`src/rtl/adder_pkg.sv`:
```
// adder_pkg: shared constants, the per-stage control bundle and the
// stage-count helper for the pipelined carry adder.
package adder_pkg;

    localparam int ADDER_WIDTH_DEF = 16;
    localparam int ADDER_SEG_W_DEF = 4;

    // Control carried alongside each pipeline stage: occupancy and the
    // carry into the next segment still to be resolved.
    typedef struct packed {
        logic valid;
        logic carry;
    } stage_ctl_t;

    // Number of ripple segments (and register stages). Guarded so that an
    // illegal SEG_W still elaborates far enough to hit the parameter check.
    function automatic int stages_f(input int width, input int seg_w);
        if (seg_w < 1 || width < seg_w) begin
            return 1;
        end
        return width / seg_w;
    endfunction

endpackage

```
`src/rtl/adder_segment.sv`:
```
// adder_segment: SEG_W-bit combinational ripple of full adders. Also exposes
// the carry into its top bit so the top segment can flag signed overflow.
module adder_segment #(
    parameter int SEG_W = 4
) (
    input  logic [SEG_W-1:0] a,
    input  logic [SEG_W-1:0] b,
    input  logic             ci,
    output logic [SEG_W-1:0] s,
    output logic             co,
    output logic             c_msb
);

    logic [SEG_W:0] carry;

    // Ripple the carry bit by bit through the segment.
    always_comb begin
        // NOTE: every output of a comb block gets a value on every path
        // (defaults first), otherwise synthesis infers a latch.
        carry    = '0;
        s        = '0;
        carry[0] = ci;
        for (int i = 0; i < SEG_W; i++) begin
            s[i]       = a[i] ^ b[i] ^ carry[i];
            carry[i+1] = (a[i] & b[i]) | (carry[i] & (a[i] ^ b[i]));
        end
        co    = carry[SEG_W];
        c_msb = carry[SEG_W-1];
    end

endmodule

```
`src/rtl/pipelined_carry_adder.sv`:
```
// pipelined_carry_adder: WIDTH-bit A+B+Cin with the carry chain cut into
// SEG_W-bit ripple segments, one register stage per segment, valid/ready on
// both sides with bubble-collapsing backpressure. Latency STAGES cycles,
// throughput one add per cycle.
// Optional: define ADDER_OVF_FLAG_EN to add a registered signed-overflow
// output `ovf` aligned with Sum.
module pipelined_carry_adder
    import adder_pkg::*;
#(
    parameter int WIDTH = ADDER_WIDTH_DEF,
    parameter int SEG_W = ADDER_SEG_W_DEF
) (
    input  logic             clk,
    input  logic             rst_n,
    input  logic             in_valid,
    output logic             in_ready,
    input  logic [WIDTH-1:0] A,
    input  logic [WIDTH-1:0] B,
    input  logic             Cin,
    output logic             out_valid,
    input  logic             out_ready,
    output logic [WIDTH-1:0] Sum,
`ifdef ADDER_OVF_FLAG_EN
    output logic             ovf,
`endif
    output logic             Cout
);

    localparam int STAGES = stages_f(WIDTH, SEG_W);

    if ((SEG_W < 1) || (WIDTH < SEG_W) || ((WIDTH % ((SEG_W < 1) ? 1 : SEG_W)) != 0))
    begin : g_param_err
        $error("pipelined_carry_adder: WIDTH (%0d) must be a positive multiple of SEG_W (%0d)",
               WIDTH, SEG_W);
    end

    // Stage k register holds the result after segment k was resolved:
    // sum bits [(k+1)*SEG_W-1:0], carry into segment k+1, and the operands
    // whose upper bits the following stages still need.
    stage_ctl_t       ctl_q [STAGES];
    stage_ctl_t       ctl_d [STAGES];
    logic [WIDTH-1:0] sum_q [STAGES];
    logic [WIDTH-1:0] sum_d [STAGES];
    logic [WIDTH-1:0] a_q   [STAGES];
    logic [WIDTH-1:0] a_d   [STAGES];
    logic [WIDTH-1:0] b_q   [STAGES];
    logic [WIDTH-1:0] b_d   [STAGES];

    logic [SEG_W-1:0] seg_a    [STAGES];
    logic [SEG_W-1:0] seg_b    [STAGES];
    logic [SEG_W-1:0] seg_s    [STAGES];
    logic             seg_ci   [STAGES];
    logic             seg_co   [STAGES];
    logic             seg_cmsb [STAGES];

    logic [STAGES-1:0] stage_ready;
    logic              unused_bits;

    // Segment k resolves bits [(k+1)*SEG_W-1:k*SEG_W]; segment 0 works on
    // the live inputs, the rest on the previous stage register.
    for (genvar k = 0; k < STAGES; k++) begin : g_seg
        if (k == 0) begin : g_first
            assign seg_a[k]  = A[SEG_W-1:0];
            assign seg_b[k]  = B[SEG_W-1:0];
            assign seg_ci[k] = Cin;
        end else begin : g_rest
            assign seg_a[k]  = a_q[k-1][k*SEG_W +: SEG_W];
            assign seg_b[k]  = b_q[k-1][k*SEG_W +: SEG_W];
            assign seg_ci[k] = ctl_q[k-1].carry;
        end

        adder_segment #(
            .SEG_W (SEG_W)
        ) u_seg (
            .a     (seg_a[k]),
            .b     (seg_b[k]),
            .ci    (seg_ci[k]),
            .s     (seg_s[k]),
            .co    (seg_co[k]),
            .c_msb (seg_cmsb[k])
        );
    end

    // A stage may load when it is empty or everything downstream can move;
    // unrolled from the flop valids so no comb path runs through itself.
    always_comb begin
        stage_ready = '0;
        for (int k = 0; k < STAGES; k++) begin
            stage_ready[k] = out_ready;
            for (int j = k; j < STAGES; j++) begin
                if (!ctl_q[j].valid) begin
                    stage_ready[k] = 1'b1;
                end
            end
        end
    end

    assign in_ready = stage_ready[0];

    // Advance each stage that is ready; a stage that is not ready holds.
    always_comb begin
        for (int k = 0; k < STAGES; k++) begin
            ctl_d[k] = ctl_q[k];
            sum_d[k] = sum_q[k];
            a_d[k]   = a_q[k];
            b_d[k]   = b_q[k];
        end

        if (stage_ready[0]) begin
            ctl_d[0].valid       = in_valid;
            ctl_d[0].carry       = seg_co[0];
            sum_d[0]             = '0;
            sum_d[0][SEG_W-1:0]  = seg_s[0];
            a_d[0]               = A;
            b_d[0]               = B;
        end

        for (int k = 1; k < STAGES; k++) begin
            if (stage_ready[k]) begin
                ctl_d[k].valid                = ctl_q[k-1].valid;
                ctl_d[k].carry                = seg_co[k];
                sum_d[k]                      = sum_q[k-1];
                sum_d[k][k*SEG_W +: SEG_W]    = seg_s[k];
                a_d[k]                        = a_q[k-1];
                b_d[k]                        = b_q[k-1];
            end
        end
    end

    // Pipeline registers; reset empties the pipe and clears the result.
    always_ff @(posedge clk or negedge rst_n) begin
        if (!rst_n) begin
            for (int k = 0; k < STAGES; k++) begin
                // NOTE: pipeline data is reset too, not just the valids, so
                // Sum/Cout read 0 during and right after reset.
                ctl_q[k] <= '0;
                sum_q[k] <= '0;
                a_q[k]   <= '0;
                b_q[k]   <= '0;
            end
        end else begin
            for (int k = 0; k < STAGES; k++) begin
                // NOTE: non-blocking so every stage samples its neighbour's
                // pre-edge value and data moves exactly one stage per clock.
                ctl_q[k] <= ctl_d[k];
                sum_q[k] <= sum_d[k];
                a_q[k]   <= a_d[k];
                b_q[k]   <= b_d[k];
            end
        end
    end

`ifdef ADDER_OVF_FLAG_EN
    logic ovf_q;
    logic ovf_d;

    // Overflow of the top segment, captured with the final stage.
    always_comb begin
        ovf_d = ovf_q;
        if (stage_ready[STAGES-1]) begin
            ovf_d = seg_cmsb[STAGES-1] ^ seg_co[STAGES-1];
        end
    end

    // Overflow flag register, same enable and reset as the last stage.
    always_ff @(posedge clk or negedge rst_n) begin
        if (!rst_n) begin
            ovf_q <= 1'b0;
        end else begin
            ovf_q <= ovf_d;
        end
    end

    assign ovf = ovf_q;
`endif

    // Operand bits below the resolved point are dead after each stage;
    // fold them (and unused top-bit carries) into a sink.
    always_comb begin
        unused_bits = 1'b0;
        for (int k = 0; k < STAGES; k++) begin
            unused_bits = unused_bits ^ (^a_q[k]) ^ (^b_q[k]) ^ seg_cmsb[k];
        end
    end

    assign out_valid = ctl_q[STAGES-1].valid;
    assign Sum       = sum_q[STAGES-1];
    assign Cout      = ctl_q[STAGES-1].carry;

endmodule
```
`config.mk`:
```
export PLATFORM = sky130hd
export DESIGN_NAME = pipelined_carry_adder
export DESIGN_NICKNAME = d
export VERILOG_FILES = /design/src/rtl/adder_pkg.sv /design/src/rtl/adder_segment.sv /design/src/rtl/pipelined_carry_adder.sv
export SDC_FILE = /design/constraint.sdc
export NUM_CORES = 1
export LEC_CHECK = 0
export CAP_MARGIN = 10
export CORE_MARGIN = 1
export CORE_UTILIZATION = 59
export DETAILED_ROUTE_END_ITERATION = 16
export PLACE_DENSITY_LB_ADDON = 0.15
export SYNTH_ARGS = -nofsm -noshare
export SYNTH_HDL_FRONTEND = slang
export SYNTH_SLANG_ARGS = --single-unit
```
`constraint.sdc`:
```
create_clock -name clk -period 6.4 [get_ports clk]
set_input_delay 0.96 -clock clk [delete_from_list [all_inputs] [get_ports clk]]
set_output_delay 0.96 -clock clk [all_outputs]
set_load 0.01 [all_outputs]
```
# [Yosys cells after proc, flatten, opt, wreduce, memory -nomap -nowiden]
# Index checks and enable logic that the tools add are counted.
# W data, S select, Z words.
[totals] regBits=144 inputBits=37 out_inout_bits=19 word_cells=108
[op_classes] n_mux=10 bitwise_logic=80
[op_table] cell="$and A1 B1 Y1" count=32
[op_table] cell="$xor A1 B1 Y1" count=32
[op_table] cell="$or A1 B1 Y1" count=16
[op_table] cell="$mux W1" count=10

# [Depth between registers and ports, before layout]
# Gate-level depths: netlist (run 1).
[logic_depth] depth_word=9 depth_mapped=8

# [Cells and area by module]
# A second synthesis (run 1) with hierarchy kept.
[hier_totals] cells_unflattened=271 hier_area_um2=4247.8
[by_module_without_submodules] module="pipelined_carry_adder" instances=1 cells_per_inst=223 area_per_inst_um2=3807.4 seq_area_each_um2=2402.3
[by_module_without_submodules] module="adder_segment" instances=4 cells_per_inst=12 area_per_inst_um2=110.1 seq_area_each_um2=0.0

# [Least setup slack after synthesis (run 1)]
# No wires, ideal clock.
[synth_path] path_kind="input to register" start="input A[0]" end="register sum_q[51] (netlist name)" arrival_time_ns=2.529 required_ns=6.323 slack_ns=3.793 cell_stages=8 path_buffers=0 cell_sequence="fa_1 -> inv_1 -> fa_1 -> inv_1 -> fa_1 -> inv_1 -> fa_1 -> a21oi_1"
[synth_via] elab_chain_len=8 word_cells_on_any_way=9 classes_between="bitwise: 9"
[synth_rtl] item="start: declaration" line="pipelined_carry_adder.sv:17" text="input logic [WIDTH-1:0] A,"
[synth_rtl] item="$xor A1 B1 Y1" line="adder_segment.sv:25" text="carry[i+1] = (a[i] & b[i]) | (carry[i] & (a[i] ^ b[i]));"
[synth_rtl] item="$and A1 B1 Y1" line="adder_segment.sv:25"
[synth_rtl] item="$or A1 B1 Y1 (*)" line="adder_segment.sv:25"
[synth_rtl] item="$and A1 B1 Y1 (*)" line="adder_segment.sv:25"
[synth_rtl] item="$or A1 B1 Y1 (*)" line="adder_segment.sv:25"
[synth_rtl] item="$and A1 B1 Y1 (*)" line="adder_segment.sv:25"
[synth_rtl] item="$or A1 B1 Y1 (*)" line="adder_segment.sv:25"
[synth_rtl] item="$xor A1 B1 Y1 (*)" line="adder_segment.sv:24" text="s[i] = a[i] ^ b[i] ^ carry[i];"
[synth_rtl] item="end signal: indexed assignment" line="pipelined_carry_adder.sv:146" text="sum_q[k] <= sum_d[k];"
[synth_rtl] item="end: declaration" line="pipelined_carry_adder.sv:42" text="logic [WIDTH-1:0] sum_q [STAGES];"
# Mark *: on every way between the ends. The rest lies on a longest branch, timed or not.
# A chain may end at the register's enable or synchronous reset.

# [Worst setup path in the final report (run 1)]
[layout_path] start="input out_ready" end="output in_ready"
[layout_via] elab_chain_len=4
[layout_rtl] item="start: declaration" line="pipelined_carry_adder.sv:21" text="input logic out_ready,"
[layout_rtl] item="$mux W1 (4 in series)" line="pipelined_carry_adder.sv:91" text="if (!ctl_q[j].valid) begin"
[layout_rtl] item="end: declaration" line="pipelined_carry_adder.sv:16" text="output logic in_ready,"
# Every way passes these cells.

==> results.txt, run 1 <==
Crit path kind = input port to primary output
Worst path arrival time = 3.33 ns
CTS H-tree depth = 3
Critical Path Sink Type = primary output
Final min period = 4.29 ns
Vias in the first global route = 2339
Status = finished, final reports clean
Required @ worst endpoint = 5.44 ns
# hold bufs at CTS = 0
Setup TNS = 0 ns
Post-Syn Instances = 326
Slew headroom = 21.2%
Share of synthesized registers carrying an async set or reset = 100%
Syn_area_per_cell = 12.8 µm²
Final WL = 6.46 mm
GR Util met1 = 30.0%
Max-cap violations = 0
Pins Over Slew Limit = 0
Sequential share of the synthesized area = 57.4%
GR Util met2 = 29.9%
Clock-pin slew on the worst setup and hold paths = 0.10 ns
Worst setup margin = 2.11 ns
Worst hold slack = 0.477 ns
R2r setup slk = 4.17 ns
Root buffer cell = clkbuf_8
Largest net degree at the start of global routing = 52
Total GRT Usage = 20.2%
Synth top area cells = dfrtp_1 (57%), mux2_4 (9.0%), mux2_2 (7.8%)
Via/cell ratio = 4.92
DP Cell Count = 450
Synthesized cell area = 4190 µm²
F_max = 233 MHz
Die Width = 86.3 µm
Synth cell types = 19
Worst hold start = b_q[44]
Worst Max-Slew Pin Slew = 1.18 ns
TritonRoute pass-1 iters = 4
Placer Congestion = 0.709
Port buffer count = 55
Detailed Route Iter0 Violations = 123
Worst r2r path cells = 8
Hold Crit Endpoint = b_q[44]
# rows = 30
Gr busiest metal = met1
Pre-CTS WS = 2.09 ns
CP max FO = 31
Reg2reg end = sum_q[27]
RSZ-0062 raised after global routing = no
Post-cts sizing count = 0
Final period utilization = 67.0%
Routed Antenna Nets = 0
Worst hold path cell count = 2
Total core area = 6830 µm²
Syn. warnings = 0
Final hold vios = 0
Ratio of cells with drive above 1 in the final layout = 20.0%
Power per cell area = 351 nW/µm²
CTS Buf Count = 9
Synth top area share = 57.4%
Syn nets = 379
Number of synthesized flops with an enable pin = 0
First-pass GRT wire length = 11.3 mm
Die height = 86.3 µm
Final Non-Filler Cells = 466
Starting density of the core = 61.3%
GRT overflow = 0
Clk buf depth = 2
Startpoint types = input port
Yosys top cell by area = dfrtp_1
GRT met3 Usage = 3.81%
HPWL Detailed = 4.43 mm
Leak Pwr = 0.00231 µW
Clk sinks = 96
Max VDD drop = 0.156 mV
Area Growth Syn to Fin = 16.4%
Wire per inst = 13.9 µm
Top_reg_cell synth = dfrtp_1
Initial antenna violation count = 0
Synth Register Bits = 96
# diodes = 0
Die area = 7440 µm²
# DRC = 0
Total number of vias = 2294
Post-CTS setup buffer count = 0
Commonest non-fill, non-tap cell in the layout = dfrtp_1
I/O pin count = 56
Worst r2r src = a_q[40]
Later-pin clock latency in the skew report = 0.36 ns
Final #Nets = 418
Most frequent cells in the layout = dfrtp_1 (96), nand2_1 (62), clkdlybuf4s50_1 (54)
Clock Skew = 0.00798 ns
CTS tree = yes
Hold crit path type = flop to flop
# setup viols final = 0
cell families after synthesis:
| logic type | after synthesis | synth area share [%] |
|---|---|---|
| AOI/OAI and AO/OA | 20 | 2.39 |
| adders and majority gates | 16 | 7.65 |
| buffers and inverters | 57 | 7.29 |
| DFF | 96 | 57.4 |
| muxes | 54 | 16.8 |
| and+or+nand+nor | 83 | 8.54 |
stage by stage:
step | area (µm²) | power (µW) | utilization (%)
after floorplan | 4190 | 1170 | -
after global routing | 4870 | 1810 | 71.3
after CTS | 4870 | 1720 | 71.3
after global placement | 4670 | 1290 | 68.4
final | 4870 | 1710 | 71.3
after detailed placement | 4670 | 1320 | 68.4
synthesized netlist by cell type, types with 4 or more instances:
master and n:
a21oi_1 12, buf_2 4, buf_4 17, clkbuf_1 5, dfrtp_1 96, fa_1 16
inv_1 28, mux2_2 29, mux2_4 25, nand2_1 62, nand2b_1 5, nor2_1 9
o21ai_0 8
registers in the layout, indices dropped and copies added, names as in the netlist:
register	count
out_valid	1
ctl_q	6
b_q	24
a_q	24
sum_q	24
Sum	16
Cout	1
metal layers:
metal / up-vias / part of all wire [%]
met5: - / 0
li1: 1098 / -
met3: 10 / 2.7
met1: 1137 / 50
met2: 49 / 46
met4: 0 / 1.7
power by group:
group	internal (µW)	switching [µW]	leakage, µW	total [µW]
Sequential	764	92.6	0.00112	857
Clock	185	222	0.0000982	407
Combinational	261	184	0.00109	445
Total	1210	498	0.00231	1710
final cells by class:
| type | instances | area [µm²] |
|---|---|---|
| clock inverters | 7 | 78.8 |
| inverters | 28 | 105 |
| repair buffers | 57 | 563 |
| well taps | 96 | 120 |
| fillers | 498 | 1960 |
| clock buffers | 9 | 124 |
| multi-input cells | 173 | 1480 |
| flip-flops and latches | 96 | 2400 |
worst max path at each step:
stage | startpoint | endpoint | slack [ns]
floorplan | A[0] | sum_q[51] | 3.79
global placement | out_ready | in_ready | 2.15
detailed placement | out_ready | in_ready | 2.09
CTS | out_ready | in_ready | 2.06
global route | out_ready | in_ready | 1.98
finish | out_ready | in_ready | 2.11
critical path, stage by stage:
cell and delay [ns]:
clkdlybuf4s50_1 0.47, and4b_1 0.79, nand2_4 0.47, clkdlybuf4s50_1 0.61
No activity file was read; power rests on OpenSTA's default activity.
==> run 2: changes to the inputs <==
--- a/config.mk
+++ b/config.mk
@@ -7,7 +7,7 @@
 export LEC_CHECK = 0
 export CAP_MARGIN = 10
 export CORE_MARGIN = 1
-export CORE_UTILIZATION = 59
+export CORE_UTILIZATION = 49
 export DETAILED_ROUTE_END_ITERATION = 16
 export PLACE_DENSITY_LB_ADDON = 0.15
 export SYNTH_ARGS = -nofsm -noshare
==> constraint.sdc (replaced) <==
create_clock -name clk -period 3.7 [get_ports clk]
set_input_delay 0.555 -clock clk [delete_from_list [all_inputs] [get_ports clk]]
set_output_delay 0.555 -clock clk [all_outputs]
set_load 0.01 [all_outputs]
==> run 2 against run 1 <==
- clock skew hardly changed
- non-clock buffer count is 4 higher
- total power is 75% higher
- first-iteration DRC count is 15% lower
- worst setup slack worse by 0.97 ns
- combinational power is 75% higher
- sequential cell count stayed put
==> results.txt, run 2 (synthesis results as in run 1) <==
Status = finished, final reports clean
Largest regs = a_q (24), b_q (24), sum_q (24)
Worst path arrival time = 2.01 ns
Total GRT Usage = 17.4%
Slew headroom = 40.7%
HPWL Detailed = 4.64 mm
Port buffer count = 55
F_max = 390 MHz
First-pass GRT wire length = 11.4 mm
Initial antenna violation count = 0
Die height = 94.4 µm
Largest net degree at the start of global routing = 41
CTS H-tree depth = 3
Crit path kind = input port to primary output
Design Area, Final = 4920 µm²
Leak Pwr = 0.00234 µW
Final period utilization = 69.2%
Placer Congestion = 0.759
Max VDD drop = 0.251 mV
Clk sinks = 96
Max-cap violations = 0
Final WL = 6.61 mm
Most frequent cells in the layout = dfrtp_1 (96), nand2_1 (62), clkdlybuf4s50_1 (54)
Clk buf depth = 2
# DRC = 0
Die Width = 94.4 µm
Post-cts sizing count = 0
# diodes = 0
RSZ-0062 raised after global routing = no
Worst Max-Slew Pin Slew = 0.890 ns
Total power = 2990 µW
# rows = 33
Wire per inst = 13.8 µm
Area Growth Syn to Fin = 17.6%
Ratio of cells with drive above 1 in the final layout = 20.3%
Final min period = 2.56 ns
Vias in the first global route = 2306
Die area = 8920 µm²
Post-CTS setup buffer count = 0
Startpoint types = input port
Power per cell area = 606 nW/µm²
Pre-CTS WS = 0.943 ns
# hold bufs at CTS = 0
Routed Antenna Nets = 0
I/O pin count = 56
Root buffer cell = clkbuf_8
Pins Over Slew Limit = 0
Detailed Route Iter0 Violations = 104
Setup TNS = 0 ns
Final hold vios = 0
Final #Nets = 422
Total number of vias = 2328
TritonRoute pass-1 iters = 4
Via/cell ratio = 4.86
Later-pin clock latency in the skew report = 0.36 ns
Starting density of the core = 50.7%
CP max FO = 4
Critical Path Sink Type = primary output
Required @ worst endpoint = 3.14 ns
Clock Skew = 0.00758 ns
CTS tree = yes
# setup viols final = 0
Commonest non-fill, non-tap cell in the layout = dfrtp_1
CTS Buf Count = 9
GRT overflow = 0
Worst setup margin = 1.14 ns
Worst hold slack = 0.0917 ns
Dpl cell area = 4710 µm²
Clock-pin slew on the worst setup and hold paths = 0.09 ns
Total core area = 8260 µm²
Hold crit path type = input port to asynchronous set/reset pin
run 2: where the power goes:
part | total (µW) | internal [µW] | leakage [µW] | switching, µW
Sequential | 1480 | 1320 | 0.00112 | 154
Clock | 732 | 381 | 0.000104 | 351
Combinational | 777 | 458 | 0.00111 | 319
Total | 2990 | 2160 | 0.00234 | 824
run 2: final timing paths:
| kind | startpoint | depth (start not counted) | endpoint | slack, ns |
|---|---|---|---|---|
| setup reg to reg | a_q[28] | 8 | Sum[15] | 1.51 |
| max in group asynchronous | rst_n | 2 | b_q[40] | 2.79 |
| setup / recovery | out_ready | 4 | in_ready | 1.14 |
| hold reg to reg | sum_q[35] | 2 | sum_q[35] | 0.47 |
| hold / removal | rst_n | 1 | Sum[2] | 0.09 |
| min in group clk | sum_q[35] | 2 | sum_q[35] | 0.47 |
run 2: final cells by class:
cell class	count	area, µm²
fill	712	3330
sequential	96	2400
multi-input combinational	173	1480
timing repair buffer	61	593
clock buffer	11	131
tap	105	131
inverter	28	105
clock inverter	5	81.3
run 2: routing by layer:
metal	GRT usage (%)	vias up	routed length (µm)
met3	4.27	7	239
li1	-	1106	-
met1	25.0	1174	3260
met2	25.0	41	2980
met4	7.69	0	119
met5	0	-	0
run 2: per-stage QoR:
stage | util [%] | std cells
after detailed placement | 57.1 | 463
after global placement | 57.1 | 463
after floorplan | - | 326
final | 59.6 | 479
after CTS | 59.6 | 479
after global routing | 59.6 | 479
run 2: worst max-delay path, stage by stage:
cell	delay [ns]
clkdlybuf4s50_1	0.52
and4b_1	0.29
nand2_4	0.10
clkdlybuf4s50_1	0.53
